$ cat config.mk
export PLATFORM = sky130hd
export DESIGN_NAME = hazard_scheduler_flat
export DESIGN_NICKNAME = d
export VERILOG_FILES = /design/src/rtl/hazard_scheduler_if.sv /design/src/rtl/hazard_scheduler.sv /design/src/flat_wrapper.sv
export SDC_FILE = /design/constraint.sdc
export NUM_CORES = 1
export LEC_CHECK = 0
export CAP_MARGIN = 5
export CORE_ASPECT_RATIO = 1.75
export CORE_MARGIN = 4
export CORE_UTILIZATION = 57
export CTS_CLUSTER_DIAMETER = 80
export DETAILED_ROUTE_END_ITERATION = 10
export PLACE_DENSITY = 0.93
export REMOVE_ABC_BUFFERS = 1
export SLEW_MARGIN = 5
export SYNTH_ARGS = -nofsm -noshare
export SYNTH_HDL_FRONTEND = slang
export SYNTH_SLANG_ARGS = --single-unit
$ cat constraint.sdc
create_clock -name clk -period 3.6 [get_ports clk]
set_input_delay 0.72 -clock clk [delete_from_list [all_inputs] [get_ports clk]]
set_output_delay 0.72 -clock clk [all_outputs]
set_load 0.05 [all_outputs]
$ cat src/rtl/hazard_scheduler_if.sv
// Control/status bundle between the game FSM (master) and the hazard scheduler (slave).
interface hazard_scheduler_if #(
  parameter int unsigned CNT_W = 32
) ();
  logic             run;
  logic             pause;
  logic [3:0]       score;
  logic             warn_active;
  logic             fire_tick;
  logic             gold_tick;
  logic [CNT_W-1:0] period_o;
  logic [1:0]       state_o;

  modport master (
    output run, pause, score,
    input  warn_active, fire_tick, gold_tick, period_o, state_o
  );

  modport slave (
    input  run, pause, score,
    output warn_active, fire_tick, gold_tick, period_o, state_o
  );
endinterface

$ cat src/rtl/hazard_scheduler.sv
// Hazard-grid timing sequencer: single-cycle fire/gold enables plus a warning window per step.
// Define HAZARD_SPEEDUP_EN to shorten the step period as the score rises.
module hazard_scheduler #(
  parameter int unsigned CNT_W       = 32,
  parameter int unsigned BASE_PERIOD = 50_000_000,
  parameter int unsigned MIN_PERIOD  = 12_500_000,
  parameter int unsigned STEP_DEC    = 5_000_000,
  parameter int unsigned WARN_CYCLES = 25_000_000,
  parameter int unsigned GOLD_DIV    = 3
) (
  input  logic                clk,
  input  logic                rst_n,
  hazard_scheduler_if.slave   bus
);

  localparam int unsigned     GoldW    = (GOLD_DIV > 1) ? $clog2(GOLD_DIV) : 1;
  localparam logic [GoldW-1:0] GoldLast = GoldW'(GOLD_DIV - 1);
  localparam int unsigned     WideW    = CNT_W + 4;

  typedef enum logic [1:0] {
    StIdle  = 2'b00,
    StCount = 2'b01,
    StWarn  = 2'b10,
    StHold  = 2'b11
  } state_e;

  state_e             state_q, state_d;
  logic [CNT_W-1:0]   cnt_q, cnt_d;
  logic [CNT_W-1:0]   period_q, period_d;
  logic [CNT_W-1:0]   period_new;
  logic [GoldW-1:0]   gold_cnt_q, gold_cnt_d;
  logic               warn_q, warn_d;
  logic               fire_q, fire_d;
  logic               gold_q, gold_d;

`ifdef HAZARD_SPEEDUP_EN
  logic [WideW-1:0] dec_wide;

  // Clamp before subtracting so the period never wraps below MIN_PERIOD.
  always_comb begin
    dec_wide = WideW'(bus.score) * WideW'(STEP_DEC);
    if (dec_wide >= WideW'(BASE_PERIOD - MIN_PERIOD)) begin
      period_new = CNT_W'(MIN_PERIOD);
    end else begin
      period_new = CNT_W'(WideW'(BASE_PERIOD) - dec_wide);
    end
  end
`else
  logic unused_score;
  assign unused_score = ^bus.score;
  assign period_new   = CNT_W'(BASE_PERIOD);
`endif

  always_comb begin
    state_d    = state_q;
    cnt_d      = cnt_q;
    period_d   = period_q;
    gold_cnt_d = gold_cnt_q;
    warn_d     = warn_q;
    fire_d     = 1'b0;
    gold_d     = 1'b0;

    if (!bus.run) begin
      state_d    = StIdle;
      cnt_d      = '0;
      gold_cnt_d = '0;
      warn_d     = 1'b0;
    end else if (state_q == StIdle) begin
      if (!bus.pause) begin
        state_d  = StCount;
        cnt_d    = period_new - CNT_W'(1);
        period_d = period_new;
        warn_d   = 1'b0;
      end
    end else if (bus.pause) begin
      state_d = StHold;
    end else begin
      // An unpaused HOLD cycle counts, so a pause of N cycles delays the tick by exactly N.
      if (cnt_q == '0) begin
        fire_d   = 1'b1;
        cnt_d    = period_new - CNT_W'(1);
        period_d = period_new;
        warn_d   = 1'b0;
        if (gold_cnt_q == GoldLast) begin
          gold_cnt_d = '0;
          gold_d     = 1'b1;
        end else begin
          gold_cnt_d = gold_cnt_q + GoldW'(1);
        end
      end else begin
        cnt_d  = cnt_q - CNT_W'(1);
        warn_d = (cnt_d < CNT_W'(WARN_CYCLES));
      end
      state_d = warn_d ? StWarn : StCount;
    end
  end

  always_ff @(posedge clk or negedge rst_n) begin
    if (!rst_n) begin
      state_q    <= StIdle;
      cnt_q      <= '0;
      period_q   <= CNT_W'(BASE_PERIOD);
      gold_cnt_q <= '0;
      warn_q     <= 1'b0;
      fire_q     <= 1'b0;
      gold_q     <= 1'b0;
    end else begin
      state_q    <= state_d;
      cnt_q      <= cnt_d;
      period_q   <= period_d;
      gold_cnt_q <= gold_cnt_d;
      warn_q     <= warn_d;
      fire_q     <= fire_d;
      gold_q     <= gold_d;
    end
  end

  assign bus.warn_active = warn_q;
  assign bus.fire_tick   = fire_q;
  assign bus.gold_tick   = gold_q;
  assign bus.period_o    = period_q;
  assign bus.state_o     = state_q;

endmodule

$ cat src/flat_wrapper.sv
// flat-port wrapper written by rule: the top's interface ports become plain ports
module hazard_scheduler_flat 
#(
  parameter int unsigned CNT_W       = 32,
  parameter int unsigned BASE_PERIOD = 50_000_000,
  parameter int unsigned MIN_PERIOD  = 12_500_000,
  parameter int unsigned STEP_DEC    = 5_000_000,
  parameter int unsigned WARN_CYCLES = 25_000_000,
  parameter int unsigned GOLD_DIV    = 3
)
  (clk, rst_n, bus_run, bus_pause, bus_score, bus_warn_active, bus_fire_tick, bus_gold_tick, bus_period_o, bus_state_o);
  hazard_scheduler_if #(.CNT_W(CNT_W)) bus_i ();
  input  logic clk;
  input  logic rst_n;
  input wire logic [$bits(bus_i.run)-1:0] bus_run;
  input wire logic [$bits(bus_i.pause)-1:0] bus_pause;
  input wire logic [$bits(bus_i.score)-1:0] bus_score;
  output wire logic [$bits(bus_i.warn_active)-1:0] bus_warn_active;
  output wire logic [$bits(bus_i.fire_tick)-1:0] bus_fire_tick;
  output wire logic [$bits(bus_i.gold_tick)-1:0] bus_gold_tick;
  output wire logic [$bits(bus_i.period_o)-1:0] bus_period_o;
  output wire logic [$bits(bus_i.state_o)-1:0] bus_state_o;
  assign bus_i.run = bus_run;
  assign bus_i.pause = bus_pause;
  assign bus_i.score = bus_score;
  assign bus_warn_active = bus_i.warn_active;
  assign bus_fire_tick = bus_i.fire_tick;
  assign bus_gold_tick = bus_i.gold_tick;
  assign bus_period_o = bus_i.period_o;
  assign bus_state_o = bus_i.state_o;
  hazard_scheduler #(.CNT_W(CNT_W), .BASE_PERIOD(BASE_PERIOD), .MIN_PERIOD(MIN_PERIOD), .STEP_DEC(STEP_DEC), .WARN_CYCLES(WARN_CYCLES), .GOLD_DIV(GOLD_DIV)) u_core (.clk(clk), .rst_n(rst_n), .bus(bus_i));
endmodule
* Word-level counts from Yosys, hierarchy flattened *
Cells that the tools add are included.

storage, ports and cells
  register bits = 71
  memories kept = 0
  input port bits = 8
  ROM bits = 0
  logic and storage cells = 57
  bits in writable memories = 0
  output and inout port bits = 37
  bits in latches = 0

operators by class
  order comparisons = 1
  $mul = 0
  reduce and logical (&&, ||, !) cells = 5
  $add $sub $neg = 2
  equality and inequality tests = 5
  bitwise operators = 1
  multiplexer cells = 36
  div/mod/pow operators = 0
  shift operators = 0

operators with widths
  cell                                                                     count
  32-bit 2-to-1 mux                                                        9
  32-bit logical NOT                                                       1
  32-bit by 25-bit < comparator with 1-bit output, second input constant   1
  32-bit by 1-bit subtractor with 32-bit output, second input constant     1
  2-bit 2-to-1 mux                                                         10
  1-bit 2-to-1 mux                                                         17
  3-bit AND reduction                                                      2
  2-bit inequality test, second input constant                             2
  3-bit inequality test, second input constant                             1
  2-bit by 1-bit adder with 2-bit output, second input constant            1
  2-bit == test, second input constant                                     1
  2-bit logical NOT                                                        1
  2-bit by 1-bit inequality test with 1-bit output, second input constant  1
  2-bit nonzero test                                                       1
  1-bit inverter                                                           1

* Longest topological paths before layout *
  depth after elaboration = 10
  gate-level depth with buffers = 11
  depth with buffers taken out = 10

* Least setup slack after synthesis *
OpenSTA, ideal clock, no wires.

  kind = flip-flop to flip-flop
  start = register u_core.cnt_q[0]
  end = register u_core.state_q[0], in the netlist u_core.bus.state_o[0]
  path slack = 1.199 ns
  data required time = 3.480 ns
  period minus slack after synthesis = 2.401 ns
  cell stages (with the launch flop) = 11
  path buffers = 0
  setup time = 0.120 ns
  arrival time = 2.281 ns
  cells stage by stage = dfrtp_1 inv_1 ha_1 nor4b_1 nand4_1 nor2_1 nand3b_1 a21boi_0 a2bb2oi_1 nand4_1 and3_1

on the way
  cells in the longest elaborated chain, start to end = 10
  elaborated cells between the ends (all ways) = 11
  those cells by class = add/sub: 1; order compare: 1; mux: 8; reduce/logical: 1

ends and longest elaborated chain
  element                                          RTL line                 RTL
  from (decl)                                      hazard_scheduler.sv:28   logic [CNT_W-1:0] cnt_q, cnt_d;
  from (signal assigned)                           hazard_scheduler.sv:109  cnt_q <= cnt_d;
  32-bit by 1-bit subtractor with 32-bit output    hazard_scheduler.sv:91   cnt_d = cnt_q - CNT_W'(1);
  32-bit by 25-bit < comparator with 1-bit output  hazard_scheduler.sv:92   warn_d = (cnt_d < CNT_W'(WARN_CYCLES));
  1-bit 2-to-1 mux (*)                             hazard_scheduler.sv:79   if (cnt_q == '0) begin
  1-bit 2-to-1 mux (*)                             hazard_scheduler.sv:75   end else if (bus.pause) begin
  1-bit 2-to-1 mux (*)                             hazard_scheduler.sv:68   end else if (state_q == StIdle) begin
  1-bit 2-to-1 mux (*)                             hazard_scheduler.sv:63   if (!bus.run) begin
  2-bit 2-to-1 mux (*)                             hazard_scheduler.sv:94   state_d = warn_d ? StWarn : StCount;
  2-bit 2-to-1 mux (*)                             hazard_scheduler.sv:75
  2-bit 2-to-1 mux (*)                             hazard_scheduler.sv:68
  2-bit 2-to-1 mux (*)                             hazard_scheduler.sv:63
  to (signal assigned)                             hazard_scheduler.sv:100  state_q <= StIdle;
  to (signal assigned)                             hazard_scheduler.sv:108  state_q <= state_d;
  to (decl)                                        hazard_scheduler.sv:27   state_e state_q, state_d;

Every way passes the cells marked *; elsewhere a longest branch is shown, timed or not. The select of a mux whose other input is x is not followed.
A chain may end at the register's enable or synchronous reset.

* Worst setup path in the final report *
Ends and elaborated chain as after synthesis.

==> key figures <==
Power
  – Seq pwr share: 42.2%
  – NetSw: about 0.00049 W
  – Power Density: 417 nW/um2
  – Worst-case vdd ir drop: approximately 0.33 mV
  – Comb pwr share: about a third
  – Sw frac: 39.7%
  – Clock Power Share: around a quarter
  – Leak: 1.40 nW
  – Total power: 0.00123 W
  – Internal: 0.000741 W

Worst setup path
  – Crit-path max cell delay: between 0.5 and 0.6 ns
  – FF-to-FF Start: u_core.cnt_q[0]
  – Crit Path Class: reg -> reg
  – Worst setup EP type: flop
  – Crit path top cell by count: nand4_1
  – Worst path slowest cell: nor4b_1
  – Worst-case reg-to-reg path depth: 10
  – Setup crit start: u_core.cnt_q[0]
  – CP Launch Type: flop
  – CP Data Arrival Time: roughly 3.3 ns
  – CP Cell Sequence: inv_1 -> ha_1 -> nor4b_1 -> nand4_1 -> nor2_1 -> nand3b_1 -> a21boi_0 -> a2bb2oi_1 -> nand4_1 -> and3_1
  – CP Max Fanout: 7
  – Worst EP required: 3.78 ns

STA
  – TNS Setup: 0 ns
  – Slew HR: between 30% and 40%
  – Final worst path period need: 3.07 ns
  – Final Cycle Share: a little under nine tenths
  – Final setup viols: 0
  – RSZ-0062 raised after global routing: no
  – Worst setup margin: 0.525 ns
  – Final Hold Viols: 0
  – Clock skew: 0.00778 ns
  – Fin. max-slew vios: 0
  – Worst-margin pin slew: roughly 0.94 ns
  – Max Fclk: 325 MHz

GRT
  – Global-route wire length before repair: 10,900 um
  – Largest net degree at the start of global routing: 40
  – Initial antenna violation count: 0
  – Total grt overflow: 0
  – Vias in the first global route: 2,480
  – GRT Total Usage: 22.4%

Finish
  – Share of layout cells above drive strength 1: 6.80%
  – Post-Layout Cell Count: 407
  – Layout Nets: 362
  – Area growth, synth to finish: 1.55%
  – Final Util: about three fifths
  – # diodes: 0

Place
  – Worst slack, placed: 0.618 ns
  – Number of I/O port buffers: 8
  – Placed Cells incl. Taps: 400
  – Final Wtd Congestion: 0.952
  – DP HPWL: 4750 um

Clock network
  – Clock tree sinks: 39
  – CTS root buffer: clkbuf_8
  – Clk slew on worst S/H paths: 0.08 ns
  – CTS resizes: 0
  – Inserted Clock Buffers: 5
  – Total setup buffers inserted after CTS: 0
  – Hold bufs inserted after CTS: 0
  – H-tree lvl count: 2
  – Clock latency on the worst-skew pair: 0.29 ns
  – Clock Path Buffers: 2
  – CTS tree: yes

Yosys
  – Synth Register Bits: 39
  – Synth area leaders: dfrtp_1 (34%), buf_4 (8.8%), o211a_1 (4.8%)
  – Netlist cell types: 58
  – Yosys top cell by area: dfrtp_1
  – Number of synthesis warnings: 0
  – Syn Area/Cell: 8.10 um2
  – Most common cell in the netlist: dfrtp_1
  – Synth top area share: 33.6%
  – Ys async rst share: 100%
  – Most frequent cells after synthesis: dfrtp_1 (39), nand2_1 (35), buf_4 (34)
  – Seq/Total Area, Yosys: about 34%
  – Mapped cell area: 2900 um2
  – Number of enable flip-flop cells after synthesis: 0
  – Mapped Cells: 358
  – Prevailing post-synth register cell: dfrtp_1

Route
  – Total Wirelength: 6600 um
  – # DRC: 0
  – DRT antenna net count: 0
  – DR pass1 iterations: 5
  – Initial DRC count: between 150 and 200
  – Wire per inst: 16.2 um
  – Via count: approximately 2,700
  – Via-to-Cell Ratio: 6.57

Floorplanning
  – Die W: 61.9 um
  – Site row count: 34
  – Ports: 45
  – DIE AREA: roughly 6300 um2
  – Core ar.: 4930 um2
  – Die Height: between 100 and 150 um
  – Initial Util: 58.8%

Run status
  – Status: complete, no violations

Job
  – Max cap viols: 0

Min path
  – Hold Crit Class: reg -> reg
  – Hold Crit Depth: 1
  – HP Start: u_core.cnt_q[27]
flip-flops by register name, indices dropped and copies added (netlist names):
register,flops
u_core.bus.gold_tick,1
u_core.bus.warn_active,1
u_core.bus.state_o,2
u_core.cnt_q,32
u_core.gold_cnt_q,2
u_core.bus.fire_tick,1
layer usage:
metal | part of all wire, % | vias to the layer above | wire [um] | GRT usage [%]
met5 | 0 | - | 0 | 0
met1 | 38 | 1303 | 2490 | 24.0
met3 | 6.2 | 24 | 408 | 3.79
met2 | 53 | 110 | 3480 | 38.7
met4 | 3.4 | 0 | 222 | 14.4
li1 | - | 1239 | - | -
cell families (layout without fill, tap and decap cells):
logic type,Yosys count,count (layout),synth area share [%]
adder cells (fa/ha/maj),1,1,0.431
flip-flops,39,39,33.6
other,2,32,0.259
AO/OA/AOI/OAI,84,84,20.4
buffers and inverters,66,31,13.5
XOR/XNOR,1,1,0.302
multiplexers,3,3,1.04
AND/OR/NAND/NOR,162,162,30.5
power by group through the flow:
stage          logic (W)  registers (W)  clock network, W
2_1_floorplan   0.000287       0.000527                 0
3_3_place_gp    0.000390       0.000521                 0
3_5_place_dp    0.000400       0.000525                 0
4_1_cts         0.000403       0.000516          0.000306
5_1_grt         0.000446       0.000524          0.000324
6_report        0.000408       0.000519          0.000301
placed cells by master, fill, tap and decap left out, drive strengths merged, types with 11 or more instances in the layout:
cell	instances
nor2	25
nand3	27
dfrtp	39
nor3	17
nand4	11
a21oi	13
nand2	36
o211a	14
conb	32
o21ai	22
through the flow:
step                hold slack (ns)  area [um2]
finish                        0.495        2950
CTS                           0.495        2950
global placement              0.475        2860
floorplan                     0.424        2650
detailed placement            0.482        2860
global route                  0.525        2950
worst max-delay path: cells and delay by family (launching register included):
family / cells / cell delay, ns
fa+ha+maj: 1 / 0.16
compound gates: 2 / 0.44
simple gates: 6 / 1.86
flops: 1 / 0.43
buf+inv: 1 / 0.08
path summary, 6_finish.rpt:
check                                         to  slack, ns
max                        u_core.bus.state_o[0]       0.53
min                             u_core.cnt_q[27]       0.50
max reg2reg                u_core.bus.state_o[0]       0.53
min reg2reg                     u_core.cnt_q[27]       0.50
max in group asynchronous        u_core.cnt_q[7]       2.51
min in group asynchronous       u_core.cnt_q[24]       0.54
layout make-up:
| class | instances | area [um2] |
|---|---|---|
| fill | 417 | 1990 |
| sequential | 39 | 976 |
| inverter | 7 | 26.3 |
| clock buffer | 6 | 82.6 |
| clock inverter | 1 | 5.00 |
| multi-input combinational | 283 | 1650 |
| timing repair buffer | 17 | 143 |
| tap | 54 | 67.6 |
Power figures use the tool's default switching activity.
